File: config.mk
export PLATFORM = sky130hd
export DESIGN_NAME = sub180_serial_flat
export DESIGN_NICKNAME = d
export VERILOG_FILES = /design/src/rtl/sub180_serial_if.sv /design/src/rtl/sub180_serial.sv /design/src/flat_wrapper.sv
export SDC_FILE = /design/constraint.sdc
export NUM_CORES = 1
export LEC_CHECK = 0
export ABC_AREA = 1
export CAP_MARGIN = 20
export CORE_AREA = 4 4 82 84
export DETAILED_ROUTE_END_ITERATION = 10
export DIE_AREA = 0 0 86 88
export PLACE_DENSITY = 0.44
export SYNTH_ARGS = -nofsm -noshare
export SYNTH_HDL_FRONTEND = slang
export SYNTH_SLANG_ARGS = --single-unit
File: constraint.sdc
create_clock -name clk -period 1.1 [get_ports clk]
set_input_delay 0.33 -clock clk [delete_from_list [all_inputs] [get_ports clk]]
set_output_delay 0.33 -clock clk [all_outputs]
set_load 0.01 [all_outputs]
File: src/rtl/sub180_serial_if.sv
// Handshake bundle for sub180_serial: upstream sum in, recovered operand out.
// Latency: none, pure wiring between producer, serial subtractor and consumer.
// Backpressure: o_ready holds off the producer, i_ready holds off the result.
interface sub180_serial_if #(
   parameter int W_IN  = 9,
   parameter int W_OUT = 6
);
   // upstream side: sum offered to the subtractor
   logic              i_valid;
   logic              o_ready;
   logic [W_IN-1:0]   i_w1;

   // downstream side: recovered operand and range flag
   logic              o_valid;
   logic              i_ready;
   logic [W_OUT-1:0]  o_im1;
   logic              o_err;

   // status
   logic              o_busy;

   // subtractor side
   modport slave (
      input  i_valid,
      input  i_w1,
      input  i_ready,
      output o_ready,
      output o_valid,
      output o_im1,
      output o_err,
      output o_busy
   );

   // producer/consumer side
   modport master (
      output i_valid,
      output i_w1,
      output i_ready,
      input  o_ready,
      input  o_valid,
      input  o_im1,
      input  o_err,
      input  o_busy
   );
endinterface

File: src/rtl/sub180_serial.sv
// Bit-serial subtract-K (K=180): recovers the operand from a 9-bit sum, LSB first.
// Latency: accept edge + W_IN RUN cycles, then result held in DONE until i_ready.
// Backpressure: o_ready only in IDLE; DONE holds result stable while i_ready is low.
// Build option: define SUB180_ERRCHK_EN to build the out-of-range flag o_err.
module sub180_serial #(
   parameter int W_IN  = 9,
   parameter int W_OUT = 6,
   parameter int K     = 180
) (
   input  logic           clk,
   input  logic           rst_n,
   sub180_serial_if.slave bus
);

   localparam int              CW    = (W_IN > 1) ? $clog2(W_IN) : 1;
   localparam logic [CW-1:0]   LAST  = CW'(W_IN - 1);
   localparam logic [W_IN-1:0] K_VEC = W_IN'(K);

   typedef enum logic [1:0] {
      IDLE = 2'd0,
      RUN  = 2'd1,
      DONE = 2'd2
   } state_t;

   state_t          state_q, state_d;
   logic [CW-1:0]   cnt_q, cnt_d;
   logic [W_IN-1:0] a_q, a_d;       // minuend, shifted right one bit per RUN cycle
   logic [W_IN-1:0] k_q, k_d;       // subtrahend constant, shifted alongside
   logic [W_IN-1:0] res_q, res_d;   // difference bits enter from the MSB side
   logic            borrow_q, borrow_d;

   logic            accept;
   logic            a0, k0;
   logic            d_bit;
   logic            borrow_nx;

   // Full-subtractor cell operating on the current LSBs
   always_comb begin
      a0        = a_q[0];
      k0        = k_q[0];
      d_bit     = a0 ^ k0 ^ borrow_q;
      borrow_nx = (~a0 & (k0 | borrow_q)) | (k0 & borrow_q);
   end

   assign accept = bus.i_valid && (state_q == IDLE);

   // Next-state and datapath update: load in IDLE, shift in RUN, hold in DONE
   always_comb begin
      state_d  = state_q;
      cnt_d    = cnt_q;
      a_d      = a_q;
      k_d      = k_q;
      res_d    = res_q;
      borrow_d = borrow_q;
      unique case (state_q)
         IDLE: begin
            if (accept) begin
               a_d      = bus.i_w1;
               k_d      = K_VEC;
               res_d    = '0;
               borrow_d = 1'b0;
               cnt_d    = '0;
               state_d  = RUN;
            end
         end
         RUN: begin
            res_d    = {d_bit, res_q[W_IN-1:1]};
            a_d      = a_q >> 1;
            k_d      = k_q >> 1;
            borrow_d = borrow_nx;
            cnt_d    = cnt_q + CW'(1);
            if (cnt_q == LAST) begin
               state_d = DONE;
            end
         end
         DONE: begin
            // result registers are frozen here so the outputs stay stable
            if (bus.i_ready) begin
               state_d = IDLE;
            end
         end
         default: begin
            state_d = IDLE;
         end
      endcase
   end

   // State and datapath registers; reset aborts any operation in flight
   always_ff @(posedge clk or negedge rst_n) begin
      if (!rst_n) begin
         state_q  <= IDLE;
         cnt_q    <= '0;
         a_q      <= '0;
         k_q      <= '0;
         res_q    <= '0;
         borrow_q <= 1'b0;
      end else begin
         state_q  <= state_d;
         cnt_q    <= cnt_d;
         a_q      <= a_d;
         k_q      <= k_d;
         res_q    <= res_d;
         borrow_q <= borrow_d;
      end
   end

   assign bus.o_ready = (state_q == IDLE);
   assign bus.o_busy  = (state_q == RUN);
   assign bus.o_valid = (state_q == DONE);
   // Operand is only presented while a result is held, so partial shifts never leak out
   assign bus.o_im1   = (state_q == DONE) ? res_q[W_OUT-1:0] : '0;

`ifdef SUB180_ERRCHK_EN
   // Out of range: a final borrow means sum < K, nonzero upper bits mean sum > K + 2^W_OUT - 1
   assign bus.o_err = (state_q == DONE) && (borrow_q || (|res_q[W_IN-1:W_OUT]));
`else
   assign bus.o_err = 1'b0;
`endif

endmodule

File: src/flat_wrapper.sv
// flat-port wrapper written by rule: the top's interface ports become plain ports
module sub180_serial_flat 
#(
   parameter int W_IN  = 9,
   parameter int W_OUT = 6,
   parameter int K     = 180
)
  (clk, rst_n, bus_i_valid, bus_i_w1, bus_i_ready, bus_o_ready, bus_o_valid, bus_o_im1, bus_o_err, bus_o_busy);
  sub180_serial_if #(.W_IN(W_IN), .W_OUT(W_OUT)) bus_i ();
  input  logic clk;
  input  logic rst_n;
  input wire logic [$bits(bus_i.i_valid)-1:0] bus_i_valid;
  input wire logic [$bits(bus_i.i_w1)-1:0] bus_i_w1;
  input wire logic [$bits(bus_i.i_ready)-1:0] bus_i_ready;
  output wire logic [$bits(bus_i.o_ready)-1:0] bus_o_ready;
  output wire logic [$bits(bus_i.o_valid)-1:0] bus_o_valid;
  output wire logic [$bits(bus_i.o_im1)-1:0] bus_o_im1;
  output wire logic [$bits(bus_i.o_err)-1:0] bus_o_err;
  output wire logic [$bits(bus_i.o_busy)-1:0] bus_o_busy;
  assign bus_i.i_valid = bus_i_valid;
  assign bus_i.i_w1 = bus_i_w1;
  assign bus_i.i_ready = bus_i_ready;
  assign bus_o_ready = bus_i.o_ready;
  assign bus_o_valid = bus_i.o_valid;
  assign bus_o_im1 = bus_i.o_im1;
  assign bus_o_err = bus_i.o_err;
  assign bus_o_busy = bus_i.o_busy;
  sub180_serial #(.W_IN(W_IN), .W_OUT(W_OUT), .K(K)) u_core (.clk(clk), .rst_n(rst_n), .bus(bus_i));
endmodule
# Word level (Yosys, flattened, before mapping)
# Cells that the tools add are included.
# word_totals
output_inout_bits,10
latch_bits,0
input_bits,13
memories,0
mem_bits_rw,0
rom_bits,0
word_cells,40
register_bits,34
# classes
bitwise,7
n_reduce_logical,5
multipliers,0
shift,0
n_mux,15
order_cmp,0
div_mod_pow,0
add_sub_neg,1
eq_ne,6
# op_table
cell,count
case mux 9 bit (2 select lines),3
2-to-1 mux 9 bit,3
case mux 4 bit (2 select lines),1
2-to-1 mux 2 bit,3
2-to-1 mux 6 bit,1
case mux 2 bit (3 select lines),1
adder 4 x 1 -> 4 bit (second input constant),1
== test 4 bit (second input constant),1
2-to-1 mux 4 bit,1
inequality test 2 x 1 -> 1 bit (second input constant),2
AND reduction 3 bit,1
AND 1 bit,2
== test 2 x 1 -> 1 bit (second input constant),1
== test 2 bit (second input constant),1
zero test 2 bit,1
inequality test 2 bit (second input constant),1
bitwise OR 1 bit,2
case mux 1 bit (2 select lines),1
AND reduction 2 bit,1
nonzero test 2 bit,1
XOR 1 bit,2
logical AND 1 bit,1
2-to-1 mux 1 bit,1
inverter 1 bit,1

# Longest topological paths before layout
# Gate-level depths: netlist of run 1.
# logic_depth
depth_word,4
ltp_mapped,6
mapped_depth_nobuf,5

# Worst setup path after synthesis of run 1
# No wires, ideal clock.
# synth_path
kind,reg2out
from,reg u_core.state_q[0]
to,out bus_o_im1[0]
t_arrival_ns,0.867
setup_slack_ns,-0.097
required_ns,0.770
n_path_buf,0
stages_incl_launch_ff,4
path_cell_list,dfrtp_1 nor2_2 inv_2 nor2_1
# synth_between
elab_chain_cells,2
# synth_rtl
item,line_no,rtl
start: declaration,sub180_serial.sv:25,"state_t state_q, state_d;"
start signal: assignment,sub180_serial.sv:98,state_q <= state_d;
== test 2 bit,-,
net bus_o_valid,flat_wrapper.sv:16,output wire logic [$bits(bus_i.o_valid)-1:0] bus_o_valid;
2-to-1 mux 6 bit,sub180_serial.sv:111,assign bus.o_im1 = (state_q == DONE) ? res_q[W_OUT-1:0] : '0;
end: declaration,flat_wrapper.sv:17,output wire logic [$bits(bus_i.o_im1)-1:0] bus_o_im1;
# The timed path passes the listed nets, and every way through them passes these cells.

# Final worst setup path of run 1
# layout_path
from,reg u_core.state_q[0]
to,out bus_o_im1[3]
# layout_between
elab_chain_cells,2
# layout_rtl
item,line_no
== test 2 bit,sub180_serial.sv:111
2-to-1 mux 6 bit,sub180_serial.sv:111
# Every way passes these cells.

==> results of run 1 <==
-- cells in the mapped netlist --
library cell,instances
buf_4,6
o21ai_1,4
inv_2,2
a21oi_1,1
conb_1,1
inv_4,1
ha_1,2
buf_6,2
inv_1,16
nand2_1,20
fa_1,1
nand2_4,3
nor2_2,4
or2_0,1
or2_1,1
dfrtp_1,33
o22ai_1,5
xnor2_1,1
nand3_1,35
nor2_1,13
o22ai_2,4
o21ai_0,3
nand4_1,1
-- area by class of cell --
cell class | instances | area [sq um] | share of cell area
Clock inverter | 1 | 30.0 | 0.0114
Multi-Input combinational cell | 101 | 886 | 0.336
Inverter | 19 | 78.8 | 0.0299
Sequential cell | 33 | 826 | 0.313
Timing Repair Buffer | 52 | 637 | 0.241
Clock buffer | 7 | 86.3 | 0.0327
Tap cell | 75 | 93.8 | 0.0356
-- critical path, stage by stage (launching register included) --
cell and delay [ns]:
dfrtp_1 0.41, nor2_4 0.19, inv_6 0.08, nor2_4 0.11, buf_6 0.10
-- cell families (layout without fill, tap and decap cells) --
family / Yosys count / after routing / share of synthesized area
simple gates: 78 / 79 / 0.247
flops: 33 / 33 / 0.542
buf+inv: 27 / 79 / 0.0929
compound gates: 17 / 17 / 0.0797
fa+ha+maj: 3 / 3 / 0.0296
other cells: 1 / 1 / 0.00246
xor+xnor: 1 / 1 / 0.00575
-- metrics by stage --
stage                     TNS, ns  total power, mW  area [sq um]  utilization  setup slack, ns
final                       -9.30             7.04          2640        0.445           -0.411
after global routing       -11.62             7.56          2640        0.445           -0.485
after CTS                   -9.15             6.62          2520        0.426           -0.414
after detailed placement   -13.41             4.19          1980        0.335           -0.492
after global placement     -12.68             4.12          1980        0.335           -0.451
after floorplan            -0.209             3.49          1560            -          -0.0436
-- flip-flops by register name, indices dropped and copies added, names as in the netlist --
register	flops
u_core.a_q	9
u_core.state_q	2
u_core.cnt_q	4
u_core.borrow_q	1
u_core.res_q	9
u_core.k_q	8
-- routing by layer --
layer | global-route usage | wire length [microns] | part of all wire | vias to the layer above
met4 | 0.0345 | 38 | 0.0099 | 0
met1 | 0.147 | 1760 | 0.46 | 646
li1 | - | - | - | 635
met2 | 0.192 | 1830 | 0.48 | 26
met5 | 0 | 0 | 0 | -
met3 | 0.0348 | 211 | 0.055 | 4
-- repair_timing --
item	4_1_cts	5_1_grt
cloned	5	1
hold buffers	0	0
pin swaps	17	12
buffers inserted	8	3
resized for setup	98	29
hold endpoints to repair	0	0
endpoints found under the setup margin	42	42
-- how the worst max path moves through the flow --
| stage | start | endpoint | cells after the start |
|---|---|---|---|
| floorplan | u_core.state_q[1] | bus_o_busy | 4 |
| global placement | u_core.state_q[1] | bus_o_im1[4] | 5 |
| detailed placement | u_core.state_q[1] | bus_o_im1[4] | 5 |
| CTS | u_core.state_q[0] | bus_o_im1[4] | 4 |
| global route | u_core.state_q[0] | bus_o_im1[4] | 4 |
| finish | u_core.state_q[0] | bus_o_im1[3] | 4 |
-- power by group --
part           total [mW]  internal, mW  switching, mW
combinational        3.72          1.96           1.76
sequential           2.11          1.74          0.373
clock                1.20         0.739          0.463
total                7.04          4.44           2.59
==> flow_summary.yaml, run 1 <==
outcome:
  status: "finished with violations"
  violations: "setup timing"
route:
  number_of_drc_violations_after_detailed_routing_iteration_0: 67
  route.detailed.vias_per_inst: 4.55
  route.vias.total: 1311
  dr.pass1.iters: 4
  drt-total-wl_microns: 3830
  drt.antenna.violating_nets: 0
  remaining_drc_errors: 0
  routed_wire_length_per_instance_microns: 13.3
timing:
  final_period_minus_worst_setup_slack_ns: 1.51
  holdWs_ns: 0.409
  hold_viol_final: 0
  finalSetupViolations: 42
  fmax_ghz: 0.662
  final_critical_path_setup_slack_ns: -0.411
  rsz0062_at_grt: "true"
  finalCritPeriodShare: 1.37
  finClkSkew_ns: 0.00416
  report.final.slew_viol_count: 0
placed_design:
  placement.io_buffers: 21
  detailedPlacementHpwl_microns: 2270
  place_inst: 268
  routabilityCongestion: 0.756
grt:
  globalRouteTotalUtil: 0.116
  grt_overflow: 0
  vias_in_the_first_global_route: 1362
  grt_start_max_net_pins: 34
  grt_pass1_wl_microns: 6800
  antenna_found_initial: 0
floorplan:
  starting_density_of_the_core: 0.257
  rows: 28
  die_h_microns: 88
  die-width_microns: 86
  boundaryPins: 23
  design.core.area_sq_um: 5920
  dieArea_sq_um: 7570
setup_path:
  crit_arrival_ns: 1.18
  critical_path.endpoint_type: "output pin"
  critical_path.startpoint_type: "register"
  worst_r2r_endpoint: "u_core.cnt_q[2]"
  path_max_fanout: 7
  worstSetupPathType: "register to output pin"
  r2r.worst_path.cells: 9
  worst_ep_required_time_ns: 0.77
  reg2reg_slack_ns: -0.28
  timing.rr.start: "u_core.state_q[1]"
logic_synthesis:
  synth.yosys.warnings: 0
  syn-mean-instance-area_sq_um: 9.52
  yosys.area.top_type: "dfrtp_1"
  synthesis.area_sq_um: 1520
  synth.net_count: 176
  synth.top_cell.area_share: 0.542
  synth.top_cells.by_area: "dfrtp_1 54%, nand3_1 12%, nand2_1 4.9%"
  synth_cells: 160
  synth.distinct_cells: 23
  synth-seq-area-share: 0.542
  synth.ff_latch_count: 33
cts:
  cts-root-to-sink-buffers: 2
  cts-buffers-inserted: 5
  worst_skew_pair.late_latency_ns: 0.28
  clock_tree.root_cell: "clkbuf_8"
  cts.htree.levels: 2
  cts_tree: "yes"
  path_clk_slew_ns: 0.07
  cts_sinks: 33
layout:
  most_frequent_cells_in_the_layout: "33 x dfrtp_1, 18 x nand2_1, 17 x nand3_2"
  instances_no_fill: 288
  fillerInstances: 538
  area.growth.synth_to_final_pct: 73.2
  antenna_cells_inserted: 0
  nNetsFinal: 228
  post_route_cells_drive_above_1_share: 0.498
  layout.cells.most_common: "dfrtp_1"
power:
  power.leakage_nw: 1.14
  vdd_ir_drop_max_mv: 1.00
  power-per-cell-area_nw_per_um2: 2670
job:
  max-cap-violations: 0
hold_path:
  worst_hold_class: "primary input to async pin"
No activity file was read; power rests on OpenSTA's default activity.
==> run 2: changes to the inputs <==
Settings changed: TNS_END_PERCENT set to 50.
==> flow_summary.yaml, run 2 (synthesized netlist as in run 1, its figures left out) <==
power:
  power.internal_mw: 3.89
  power-per-cell-area_nw_per_um2: 2560
  vdd_ir_drop_max_mv: 0.895
  total_power_mw: 6.30
  power.leakage_nw: 1.09
  power.share.switching: 0.383
  power.share.sequential: 0.334
  power.combinational.fraction: 0.521
  power_frac_clock: 0.145
  switching_power_mw: 2.42
timing:
  finalSetupViolations: 41
  hold_viol_final: 0
  timing.setup.tns_ns: -6.19
  report.final.slew_viol_count: 0
  final_period_minus_worst_setup_slack_ns: 1.56
  finalCritPeriodShare: 1.42
  fmax_ghz: 0.641
  finClkSkew_ns: 0.00468
  rsz0062_at_grt: "true"
  final_critical_path_setup_slack_ns: -0.459
layout:
  stdcell_area_sq_um: 2470
  layout.cells.most_common: "dfrtp_1"
  reg_top3: "u_core.a_q (9), u_core.res_q (9), u_core.k_q (8)"
  most_frequent_cells_in_the_layout: "33 x dfrtp_1, 19 x nand2_1, 18 x nand3_2"
  area.growth.synth_to_final_pct: 62.0
  post_route_cells_drive_above_1_share: 0.464
  antenna_cells_inserted: 0
  nNetsFinal: 227
floorplan:
  starting_density_of_the_core: 0.257
  dieArea_sq_um: 7570
  design.core.area_sq_um: 5920
  die-width_microns: 86
  boundaryPins: 23
  rows: 28
  die_h_microns: 88
placed_design:
  placed_area_sq_um: 1960
  placement.io_buffers: 21
  routabilityCongestion: 0.754
  detailedPlacementHpwl_microns: 2240
cts:
  cts-buffers-inserted: 5
  worst_skew_pair.late_latency_ns: 0.28
  cts.htree.levels: 2
  cts-root-to-sink-buffers: 2
  path_clk_slew_ns: 0.06
  post_cts_hold_buffer_count: 0
  cts_tree: "yes"
  cts_sinks: 33
  clock_tree.root_cell: "clkbuf_8"
setup_path:
  r2r.worst_path.cells: 6
  crit_arrival_ns: 1.23
  critical_path.startpoint_type: "register"
  reg2reg_slack_ns: -0.13
  worstSetupPathType: "register to output pin"
  timing.rr.start: "u_core.state_q[1]"
  setup.worst_path.start: "u_core.state_q[1]"
  path_max_fanout: 2
  worst_r2r_endpoint: "u_core.a_q[6]"
  worst_ep_required_time_ns: 0.77
  setup.worst_path.end: "bus_o_ready"
  critical_path.endpoint_type: "output pin"
route:
  remaining_drc_errors: 0
  top_layer_used: "met4"
  routed_wire_length_per_instance_microns: 13.5
  dr.pass1.iters: 4
  drt-total-wl_microns: 3850
  drt.antenna.violating_nets: 0
  number_of_drc_violations_after_detailed_routing_iteration_0: 43
  route.vias.total: 1280
  met3WireLength_microns: 202
  met2WireLength_microns: 1920
  wl_met1_microns: 1660
  route.detailed.vias_per_inst: 4.48
hold_path:
  worst_hold_class: "primary input to async pin"
grt:
  grt_overflow: 0
  grt_pass1_wl_microns: 6420
  vias_in_the_first_global_route: 1338
  globalRouteTotalUtil: 0.111
  antenna_found_initial: 0
  grt_start_max_net_pins: 34
outcome:
  status: "finished with violations"
  violations: "setup timing"
job:
  max-cap-violations: 0
run 2: routing by layer:
layer / track usage / up-vias
met4: 0.0489 / 0
li1: - / 619
met3: 0.0367 / 8
met5: 0 / -
met1: 0.137 / 625
met2: 0.179 / 28
run 2: power by group through the flow:
| stage | sequential (mW) | clock, mW | combinational (mW) |
|---|---|---|---|
| after detailed placement | 2.05 | 0 | 2.13 |
| final | 2.10 | 0.915 | 3.29 |
| after global placement | 2.03 | 0 | 2.07 |
| after CTS | 2.08 | 0.972 | 2.99 |
| after floorplan | 1.99 | 0 | 1.50 |
| after global routing | 2.16 | 1.02 | 3.60 |
run 2: worst max-delay path, cell delays in order (launching register included):
cell	delay (ns)
dfrtp_1	0.39
buf_4	0.14
buf_4	0.13
nor2_4	0.16
buf_6	0.12
run 2: metrics by stage:
stage	utilization	setup slack [ns]	hold slack (ns)	instances
floorplan	-	-0.0436	0.0344	160
global placement	0.331	-0.484	0.465	265
detailed placement	0.331	-0.509	0.472	265
CTS	0.394	-0.463	0.419	282
global route	0.417	-0.540	0.434	286
finish	0.417	-0.459	0.412	286
run 2: worst min path at each step:
stage,start,endpoint,slack (ns),cells after the start
detailed placement,u_core.k_q[4],u_core.k_q[3],0.47,2
CTS,rst_n,u_core.a_q[0],0.42,2
global route,rst_n,u_core.res_q[1],0.43,2
finish,rst_n,u_core.res_q[1],0.41,2
global placement,u_core.k_q[4],u_core.k_q[3],0.47,2
floorplan,rst_n,u_core.a_q[0],0.03,0
run 2: timing repair:
item / in CTS / in global routing
gates cloned: 2 / 1
hold endpoints to repair: 0 / 0
gates resized for setup: 86 / 22
pin swaps: 14 / 2
setup buffers: 8 / 7
setup endpoints to repair: 42 / 42
run 2: final cells by class:
| type | instances | area [sq um] |
|---|---|---|
| clock buffer | 7 | 86.3 |
| fill | 579 | 3450 |
| inverter | 19 | 76.3 |
| multi-input combinational | 101 | 802 |
| sequential | 33 | 826 |
| tap | 75 | 93.8 |
| timing repair buffer | 51 | 582 |
==> run 3: changes to the inputs <==
Settings changed: SKIP_CTS_REPAIR_TIMING set to 1.
==> flow_summary.yaml, run 3 (synthesized netlist as in run 1, its figures left out) <==
timing:
  finClkSkew_ns: 0.00515
  final_period_minus_worst_setup_slack_ns: 1.62
  report.final.slew_viol_count: 0
  rsz0062_at_grt: "true"
  finalCritPeriodShare: 1.47
  final_critical_path_setup_slack_ns: -0.517
  hold_viol_final: 0
  holdWs_ns: 0.413
  finalSetupViolations: 42
  timing.setup.tns_ns: -9.62
  fmax_ghz: 0.618
setup_path:
  crit_arrival_ns: 1.29
  path_max_fanout: 7
  critical_path.startpoint_type: "register"
  setup.worst_path.start: "u_core.state_q[0]"
  worstSetupPathType: "register to output pin"
  critical_path.endpoint_type: "output pin"
  worst_ep_required_time_ns: 0.77
  timing.rr.start: "u_core.state_q[1]"
outcome:
  violations: "setup timing"
  status: "finished with violations"
layout:
  post_route_cells_drive_above_1_share: 0.427
  instances_no_fill: 281
  antenna_cells_inserted: 0
  stdcell_area_sq_um: 2370
  reg_top3: "u_core.a_q (9), u_core.res_q (9), u_core.k_q (8)"
  area.growth.synth_to_final_pct: 55.9
  fillerInstances: 589
  most_frequent_cells_in_the_layout: "32 x dfrtp_1, 20 x nand2_1, 19 x nand3_1"
  nNetsFinal: 222
  layout.cells.most_common: "dfrtp_1"
route:
  routed_wire_length_per_instance_microns: 13.1
  drt-total-wl_microns: 3680
  dr.pass1.iters: 4
  route.vias.total: 1248
  number_of_drc_violations_after_detailed_routing_iteration_0: 51
  remaining_drc_errors: 0
  route.detailed.vias_per_inst: 4.44
  drt.antenna.violating_nets: 0
grt:
  vias_in_the_first_global_route: 1215
  antenna_found_initial: 0
  grt_pass1_wl_microns: 5730
  globalRouteTotalUtil: 0.0985
  grt_start_max_net_pins: 34
  grt_overflow: 0
cts:
  cts-root-to-sink-buffers: 2
  path_clk_slew_ns: 0.07
  clock_tree.root_cell: "clkbuf_8"
  worst_skew_pair.late_latency_ns: 0.28
  cts.htree.levels: 2
  cts-buffers-inserted: 5
  cts_tree: "yes"
  cts_sinks: 33
floorplan:
  design.core.area_sq_um: 5920
  starting_density_of_the_core: 0.257
  die-width_microns: 86
  rows: 28
  boundaryPins: 23
  die_h_microns: 88
  dieArea_sq_um: 7570
placed_design:
  placement.io_buffers: 21
  routabilityCongestion: 0.754
  placed_area_sq_um: 1960
  detailedPlacementHpwl_microns: 2240
  place_inst: 265
hold_path:
  worst_hold_class: "primary input to async pin"
power:
  total_power_mw: 6.04
  power-per-cell-area_nw_per_um2: 2550
  vdd_ir_drop_max_mv: 0.918
  power.leakage_nw: 1.06
job:
  max-cap-violations: 0
[run 3: cell count changes in the layout (fill, tap and decap cells not counted), moves of 3 or more]
| cell | before | now |
|---|---|---|
| buf_6 | 12 | 8 |
| nor2_1 | 1 | 5 |
| o22ai_1 | 3 | 0 |
| nor2_4 | 10 | 5 |
| o22ai_2 | 6 | 9 |
[run 3: through the flow]
step / setup WS [ns] / util
floorplan: -0.0436 / -
global placement: -0.484 / 0.331
detailed placement: -0.509 / 0.331
CTS: -0.830 / 0.346
global route: -0.594 / 0.401
finish: -0.517 / 0.401
[run 3: metal layers]
layer,vias to the layer above,global-route usage,part of all wire
li1,611,-,-
met1,599,0.120,0.44
met2,30,0.158,0.48
met3,8,0.0348,0.058
met4,0,0.0432,0.019
met5,-,0,0
[run 3: critical path, cell delays in order, from the launching register on]
cell and delay (ns):
dfrtp_2 0.44, buf_6 0.13, nor2_4 0.15, inv_6 0.08, nor2_2 0.07, buf_2 0.13
[run 3: power breakdown]
group / switching [mW] / internal, mW
logic: 1.54 / 1.52
clock network: 0.420 / 0.496
registers: 0.325 / 1.75
[run 3: final cells by class]
class	instances	area, sq um	area share
well taps	75	93.8	0.0395
flip-flops and latches	33	827	0.348
inverters	19	81.3	0.0343
multi-input cells	101	769	0.324
repair buffers	46	515	0.217
clock buffers	7	86.3	0.0364
[run 3: worst paths after layout]
kind,to,slack (ns),depth (start not counted)
hold reg to reg,u_core.k_q[3],0.50,2
min in group clk,u_core.k_q[3],0.50,2
setup / recovery,bus_o_im1[5],-0.52,5
setup reg to reg,u_core.res_q[5],-0.21,8
max in group asynchronous,u_core.state_q[0],0.49,2
hold / removal,u_core.res_q[0],0.41,2
